## src/rtl/irq_priority_arbiter_if.sv

```systemverilog
// Request/grant bundle for irq_priority_arbiter: request lines and masks in,
// winner index out on a valid/ready handshake, plus pending-state visibility.
interface irq_priority_arbiter_if #(
    parameter int N = 8
);
    localparam int IDXW = $clog2(N);

    logic [N-1:0]    req;
    logic [N-1:0]    mask;
    logic            out_valid;
    logic [IDXW-1:0] out_idx;
    logic            out_ready;
    logic [N-1:0]    pending;
    logic            any_pending;

    // Handshake: out_idx transfers on a cycle where out_valid && out_ready;
    // once out_valid rises, out_idx and out_valid hold until that transfer.
    modport master (
        output req, mask, out_ready,
        input  out_valid, out_idx, pending, any_pending
    );

    modport slave (
        input  req, mask, out_ready,
        output out_valid, out_idx, pending, any_pending
    );
endinterface

```

## src/rtl/irq_priority_arbiter.sv

```systemverilog
// Registered interrupt/request arbiter: captures rising edges into sticky
// pending bits and grants one eligible source at a time by fixed or rotating priority.
module irq_priority_arbiter #(
    parameter int      N           = 8,
    parameter bit      ROUND_ROBIN = 1'b0,
    localparam int     IDXW        = $clog2(N)
) (
    input  logic                 clk,
    input  logic                 rst_n,
    irq_priority_arbiter_if.slave bus,
    output logic                 o_state,
    output logic [IDXW-1:0]      o_ptr
);

    typedef enum logic {S_IDLE = 1'b0, S_GRANT = 1'b1} state_t;

    state_t          r_state;
    state_t          w_state_nxt;
    logic [N-1:0]    r_req_q;
    logic [N-1:0]    r_pending;
    logic            r_out_valid;
    logic [IDXW-1:0] r_out_idx;
    logic [IDXW-1:0] r_ptr;

    logic [N-1:0]    w_edge;
    logic [N-1:0]    w_elig;
    logic [N-1:0]    w_clr;
    logic [IDXW-1:0] w_fixed_idx;
    logic [IDXW-1:0] w_rr_idx;
    logic [IDXW-1:0] w_winner;
    logic            w_load;
    logic            w_handshake;
    int              v_dist;
    int              v_best;

    assign w_edge = bus.req & ~r_req_q;
    assign w_elig = r_pending & bus.mask;

    always_comb begin
        w_fixed_idx = '0;
        for (int i = 0; i < N; i++) begin
            if (w_elig[i]) w_fixed_idx = IDXW'(i);
        end
    end

    // Rotating search: rank each source by its distance past ptr (mod N) and
    // keep the nearest eligible one, so ptr itself is considered last.
    always_comb begin
        w_rr_idx = '0;
        v_best   = N;
        v_dist   = 0;
        for (int i = 0; i < N; i++) begin
            v_dist = i - int'(r_ptr) - 1;
            if (v_dist < 0) v_dist = v_dist + N;
            if (w_elig[i] && (v_dist < v_best)) begin
                v_best   = v_dist;
                w_rr_idx = IDXW'(i);
            end
        end
    end

    assign w_winner = ROUND_ROBIN ? w_rr_idx : w_fixed_idx;

    always_comb begin
        w_state_nxt = r_state;
        case (r_state)
            S_IDLE:  if (|w_elig)       w_state_nxt = S_GRANT;
            S_GRANT: if (bus.out_ready) w_state_nxt = S_IDLE;
            default:                    w_state_nxt = S_IDLE;
        endcase
    end

    always_comb begin
        w_load      = 1'b0;
        w_handshake = 1'b0;
        case (r_state)
            S_IDLE:  w_load      = |w_elig;
            S_GRANT: w_handshake = bus.out_ready;
            default: ;
        endcase
    end

    assign w_clr = w_handshake ? (N'(1) << r_out_idx) : '0;

    // Set-wins: a fresh edge on the granted source survives its own clear.
    always_ff @(posedge clk or negedge rst_n) begin
        if (!rst_n) begin
            r_state     <= S_IDLE;
            r_req_q     <= '0;
            r_pending   <= '0;
            r_out_valid <= 1'b0;
            r_out_idx   <= '0;
            r_ptr       <= IDXW'(N - 1);
        end else begin
            r_state   <= w_state_nxt;
            r_req_q   <= bus.req;
            r_pending <= (r_pending & ~w_clr) | w_edge;
            if (w_load) begin
                r_out_valid <= 1'b1;
                r_out_idx   <= w_winner;
            end else if (w_handshake) begin
                r_out_valid <= 1'b0;
            end
            if (w_handshake) r_ptr <= r_out_idx;
        end
    end

    assign bus.out_valid   = r_out_valid;
    assign bus.out_idx     = r_out_idx;
    assign bus.pending     = r_pending;
    assign bus.any_pending = |w_elig;
    assign o_state         = r_state;
    assign o_ptr           = r_ptr;

endmodule

```

## src/flat_wrapper.sv

```systemverilog
// flat-port wrapper written by rule: the top's interface ports become plain ports
module irq_priority_arbiter_flat 
#(
    parameter int      N           = 8,
    parameter bit      ROUND_ROBIN = 1'b0,
    localparam int     IDXW        = $clog2(N)
)
  (clk, rst_n, o_state, o_ptr, bus_req, bus_mask, bus_out_ready, bus_out_valid, bus_out_idx, bus_pending, bus_any_pending);
  irq_priority_arbiter_if #(.N(N)) bus_i ();
  input  logic clk;
  input  logic rst_n;
  output logic o_state;
  output logic [IDXW-1:0] o_ptr;
  input wire logic [$bits(bus_i.req)-1:0] bus_req;
  input wire logic [$bits(bus_i.mask)-1:0] bus_mask;
  input wire logic [$bits(bus_i.out_ready)-1:0] bus_out_ready;
  output wire logic [$bits(bus_i.out_valid)-1:0] bus_out_valid;
  output wire logic [$bits(bus_i.out_idx)-1:0] bus_out_idx;
  output wire logic [$bits(bus_i.pending)-1:0] bus_pending;
  output wire logic [$bits(bus_i.any_pending)-1:0] bus_any_pending;
  assign bus_i.req = bus_req;
  assign bus_i.mask = bus_mask;
  assign bus_i.out_ready = bus_out_ready;
  assign bus_out_valid = bus_i.out_valid;
  assign bus_out_idx = bus_i.out_idx;
  assign bus_pending = bus_i.pending;
  assign bus_any_pending = bus_i.any_pending;
  irq_priority_arbiter #(.N(N), .ROUND_ROBIN(ROUND_ROBIN)) u_core (.clk(clk), .rst_n(rst_n), .bus(bus_i), .o_state(o_state), .o_ptr(o_ptr));
endmodule
```

## config.mk

```make
export PLATFORM = sky130hd
export DESIGN_NAME = irq_priority_arbiter_flat
export DESIGN_NICKNAME = d
export VERILOG_FILES = /design/src/rtl/irq_priority_arbiter_if.sv /design/src/rtl/irq_priority_arbiter.sv /design/src/flat_wrapper.sv
export SDC_FILE = /design/constraint.sdc
export NUM_CORES = 1
export LEC_CHECK = 0
export CAP_MARGIN = 10
export CORE_ASPECT_RATIO = 1.5
export CORE_UTILIZATION = 30
export DETAILED_ROUTE_END_ITERATION = 7
export PLACE_DENSITY = 0.6
export SLEW_MARGIN = 20
export SYNTH_ARGS = -nofsm -noshare
export SYNTH_HDL_FRONTEND = slang
export SYNTH_SLANG_ARGS = --single-unit
```

## constraint.sdc

```tcl
create_clock -name clk -period 1.33 [get_ports clk]
set_input_delay 0.266 -clock clk [delete_from_list [all_inputs] [get_ports clk]]
set_output_delay 0.266 -clock clk [all_outputs]
set_load 0.005 [all_outputs]
```

; After elaboration in Yosys (flattened, before gate mapping)
; Cells that the tools add are included.
[totals]
ff_bits = 24
word_cells = 31
inputBits = 19
out_inout_bits = 17
[classes]
muxes = 15
bitwise_logic = 7
reduce_logical = 2
shifts = 1
[op_table]
columns = operator, count
row1 = 8-bit AND, 3
row2 = 3-bit 2-to-1 mux, 6
row3 = 8-bit inverter, 2
row4 = 8-bit 2-to-1 mux, 1
row5 = 8-bit bitwise OR, 1
row6 = 8-bit OR reduction, 1
row7 = "1-bit by 3-bit left shift with 8-bit output, first input constant", 1
row8 = 1-bit 2-to-1 mux, 7
row9 = 1-bit case mux with 2 select lines, 1
row10 = 2-bit nonzero test, 1
row11 = 1-bit inverter, 1

; Longest topological paths before layout
; Gate-level depths: netlist of the first run.
[logic_depth]
word_depth = 8
ltp_mapped = 4
ltp_nobuf = 4

; Least setup slack after synthesis of the first run
; OpenSTA, ideal clock, no wires.
[synth_timing]
path_type = register to register
startpoint = register u_core.r_pending[4] (netlist: u_core.bus.pending[4])
endpoint = register u_core.r_out_idx[0] (netlist: u_core.bus.out_idx[0])
path_buffers = 0
setup_slack_ps = -61
setup_time_ps = 125
required_time_ps = 1205
stages_incl_launch_ff = 5
synth_period_minus_slack_ps = 1391
arrival_ps = 1266
cell_sequence = dfrtp_1 a22o_1 nand4b_4 nor2b_4 mux2_4
[synth_via]
elab_cells_between_ends = 7
classes_between = mux: 5 / bitwise: 1 / reduce/logical: 1
[synth_lines]
columns = item, line_no
row1 = start: declaration, irq_priority_arbiter.sv:20  ; logic [N-1:0] r_pending;
row2 = start signal: assignment, irq_priority_arbiter.sv:97  ; r_pending <= (r_pending & ~w_clr) | w_edge;
row3 = 8-bit AND, irq_priority_arbiter.sv:37  ; assign w_elig = r_pending & bus.mask;
row4 = 8-bit OR reduction, n/a
row5 = named net bus_any_pending, flat_wrapper.sv:20  ; output wire logic [$bits(bus_i.any_pending)-1:0] bus_any_pending;
row6 = 1-bit 2-to-1 mux, irq_priority_arbiter.sv:76  ; case (r_state)
row7 = end signal: assignment, irq_priority_arbiter.sv:100  ; r_out_idx <= w_winner;
row8 = end: declaration, irq_priority_arbiter.sv:22  ; logic [IDXW-1:0] r_out_idx;
; The timed path passes the listed nets, and every way through them passes these cells.
; A chain may end at the register's enable or synchronous reset.

; Worst setup path after layout of the first run
[layout_timing]
startpoint = register u_core.r_pending[4] (netlist: u_core.bus.pending[4])
endpoint = output bus_any_pending
[layout_via]
elab_chain_cells = 2
[layout_rtl]
columns = item, line_no
row1 = 8-bit AND, irq_priority_arbiter.sv:37
row2 = 8-bit OR reduction, irq_priority_arbiter.sv:111  ; assign bus.any_pending = |w_elig;
row3 = end: declaration, flat_wrapper.sv:20
; No other way between the ends.

==> results of run 1 <==
==> flip-flops by register name, indices dropped and copies added (netlist names) <==
| signal | flops |
|---|---|
| u_core.r_req_q | 8 |
| u_core.bus.pending | 8 |
| u_core.o_state | 1 |
| u_core.o_ptr | 3 |
| u_core.bus.out_idx | 3 |
| u_core.bus.out_valid | 1 |
==> cells by family (layout without fill, tap and decap cells) <==
logic type,after synthesis,count (layout),share of synthesized area [%]
buffers and inverters,9,71,3.502
muxes,4,4,5.447
DFF,24,24,62.65
and+or+nand+nor,15,15,10.25
AOI/OAI and AO/OA,27,27,18.16
==> metrics by stage <==
step | setup WS (ps) | setup TNS [ps] | cell area, um^2 | std cells
floorplan | -39.23 | -78.46 | 969.7 | 79
global placement | -526.7 | -2840 | 1494 | 168
detailed placement | -540.6 | -3175 | 1494 | 168
CTS | -217.2 | -857.4 | 1558 | 176
global route | -220.8 | -686.9 | 1602 | 180
finish | -174.2 | -522.7 | 1602 | 180
==> layer usage <==
metal / GRT usage [%] / part of all wire [%]
met1: 16.30 / 42
met2: 26.45 / 52
met3: 3.397 / 4.4
met4: 7.190 / 1.6
met5: 0 / 0
==> timing repair <==
| action | CTS | global route |
|---|---|---|
| endpoints found under the setup margin | 21 | 10 |
| setup buffers | 4 | 4 |
| resized for setup | 31 | 9 |
| pin swaps | 4 | 3 |
==> worst max-delay path by stage <==
stage                     startpoint                    end  slack (ps)  cells past startpoint
6_report       u_core.bus.pending[4]        bus_any_pending        -170                      3
5_1_grt        u_core.bus.pending[4]        bus_any_pending        -220                      3
4_1_cts        u_core.bus.pending[7]         bus_pending[7]        -220                      2
3_5_place_dp             bus_mask[7]        bus_any_pending        -540                      4
3_3_place_gp             bus_mask[4]        bus_any_pending        -530                      4
2_1_floorplan  u_core.bus.pending[4]  u_core.bus.out_idx[0]         -40                      4
==> cell type report <==
cell class	count	area share, %
inverter	9	2.109
timing repair buffer	58	33.52
tap	39	3.047
clock buffer	4	2.812
multi-input combinational	46	20.70
sequential	24	37.81
==> cells in the final DEF (no fill, tap or decap), types with 3 or more instances in the layout <==
cell type / Yosys / layout
buf_6: 0 / 6
dlymetal6s2s_1: 0 / 3
inv_1: 9 / 9
dlygate4sd2_1: 0 / 11
clkdlybuf4s50_1: 0 / 14
buf_4: 0 / 16
clkdlybuf4s15_1: 0 / 4
clkbuf_8: 0 / 3
nand2_1: 8 / 8
o21ai_0: 16 / 16
dfrtp_1: 21 / 20
dfstp_2: 3 / 3
a22oi_2: 2 / 3
==> power breakdown <==
part	internal [mW]	switching, mW	leakage [nW]
Sequential	0.879	0.0750	0.255
Clock	0.214	0.219	0.0228
Combinational	0.471	0.312	0.470
Total	1.56	0.606	0.748
==> results, run 1 <==
- The final weighted congestion in routability-driven placement is 0.8161.
- The insertion delay of the later-clocked pin in the worst-skew pair is approximately 270 ps.
- The global-route usage over all layers is about 15%.
- The layout has roughly 260 filler cells.
- The net count after synthesis is 98.
- The number of distinct library cells after synthesis is 19.
- The kind of end point of the critical path is an output port.
- The worst register-to-register path begins at u_core.bus.pending[4].
- The critical path data arrival time is around 1200 ps.
- dfrtp_1 takes more of the synthesized area than any other cell.
- For this design, the sink count on the clock tree is 24.
- The launching element type of the critical path is a register.
- Max-cap violations in this run came to 0.
- The area growth from synthesis to layout is 66.02%.
- The power density over the cells is 1354 nW/um^2.
- The post-route total power is between 2 and 2.5 mW.
- The run finished, with violations left.
- In the routed design, unresolved DRC markers number 0.
- The post-synthesis instance area is 964.7 um^2.
- The initial utilization of the core area, before any placement, comes to 32.45%.
- The average vias per placed instance is 4.583.
- From bottom edge to top edge, the die measures 71.45 um.
- The path class of the tightest hold or removal check is input pin to async pin.
- After synthesis, the share of flip-flops with an asynchronous set or reset is 100.0%.
- STA puts the critical path data required time at 1060 ps.
- Counting flops with a built-in enable in the synthesized netlist gives 0.
- Detailed placement ended at an HPWL of 1799 um.
- The row count is 24.
- The buffer type at the clock tree root is clkbuf_8.
- The average instance in the mapped netlist occupies 12.21 um^2.
- TritonCTS built the clock tree.
- The total global routing overflow is 0.
- The number of cells on the worst reg-to-reg path is 5.
- In this run, the number of DRC markers left after iteration 0 of detailed routing was 20.
- Summed over all layers, the routed wires come to between 2000 and 2500 um.
- The worst slew margin relative to its limit is 83.51%.
- On the worst path, the slowest cell contributes a delay of ~390 ps.
- The first global-routing pass estimated 3864 um of wire.
- The worst vdd rail ir drop is ~0.00074 V.
- The largest net degree at the start of global routing is 25.
- The dominant cell by count in the synthesized netlist is dfrtp_1.
- By startpoint and endpoint, the worst setup path is classified as register to output port.
- The die span in x is 48.30 um.
- The worst clock skew is 4.942 ps.
- After layout, the worst path uses 113.1% of the clock period.
- After synthesis, the most frequently instantiated cells are dfrtp_1, o21ai_0, inv_1, nand2_1, dfstp_2.
- The analysis attributes to cell leakage a power of approximately 0.75 nW.
- On the critical path the largest part of the delay comes from flip-flops.
- Yosys attributes the largest share of cell area to dfrtp_1, o21ai_0, dfstp_2.
- The via count of the routed design is 825.
- Hold repair after CTS inserted 0 buffers.
- The die footprint is 3451 um^2.
- The smallest clock period supported by the final layout is computed as 1504 ps.
- The proportion of layout cells with a drive suffix above 1 is 30.50%.
- The number of buffers added on ports is 35.
- The final standard cell utilization of the core is 53.87%.
- For the pin with the worst max-slew slack, the measured transition is 247.3 ps.
- The number of antenna cells inserted is 0.
- The worst reg-to-reg setup slack is -160 ps.
- 36 I/O pins were placed.
- The endpoint identified for the worst register-to-register timing path is u_core.bus.out_idx[1].
- The iteration count of the initial detailed-routing pass is 4.
- No sink is reached through more buffers than the 2 on the longest clock path.
- The final-layout worst hold slack is ~350 ps.
- The maximum net fanout on the critical path is 2.
- The net count of the finished layout is 161.
- Among all flip-flop cells after synthesis, the most frequent one is dfrtp_1.
- The post-synthesis sequential area ratio is 62.65%.
- The via count of the first global-routing pass is 900.
- The final hold violation count is 0.
- The final count of pins violating max slew is 0.
- Setup repair after global routing could not meet its margin everywhere.
- Summed over its instances, the top area cell type makes up 54.47% of the synthesized netlist area.
- The synthesized design contains 24 register bits.
- The clock transition time at the flip-flop clock pins of the worst setup and hold paths is 80 ps.
- The total area of multi-input combinational cells is 331.6 um^2.
- The area used by sequential logic in the layout is just over 600 um^2.
- Once routing completed, OpenROAD measured the worst setup slack at -174.2 ps.
- The buffering stage count on the worst path with inverters included is 1.
- The mean routed wirelength per cell is 13.08 um.
- The initial antenna violation count was 0.
- The standard cell core area is 2973 um^2.
- Setup violations remaining at the end of the flow were counted as 4.
- The number of CTS-inserted buffers is 3.
- For this run, the number of Yosys warnings is 0.
- The critical-path cell with the highest stage delay is dfrtp_1.
- The checks that failed: setup timing.
- Traced cell by cell, the critical path runs through a22o_1, nand4b_4, buf_2.
- The cell count after synthesis is 79.
- The count of nets left with antenna violations once routing finished came out at 0.
- CTS built an H-tree with a depth of 1.
- Static timing analysis puts the maximum clock frequency at 0.6648 GHz.
Power figures use the tool's default switching activity.
==> run 2, diff against run 1 <==
--- a/config.mk
+++ b/config.mk
@@ -9,6 +9,7 @@
 export CORE_ASPECT_RATIO = 1.5
 export CORE_UTILIZATION = 30
 export DETAILED_ROUTE_END_ITERATION = 7
+export GPL_ROUTABILITY_DRIVEN = 0
 export PLACE_DENSITY = 0.6
 export SLEW_MARGIN = 20
 export SYNTH_ARGS = -nofsm -noshare
==> results of run 2 <==
No change in the layout: final DEF, timing and power equal those of run 1.
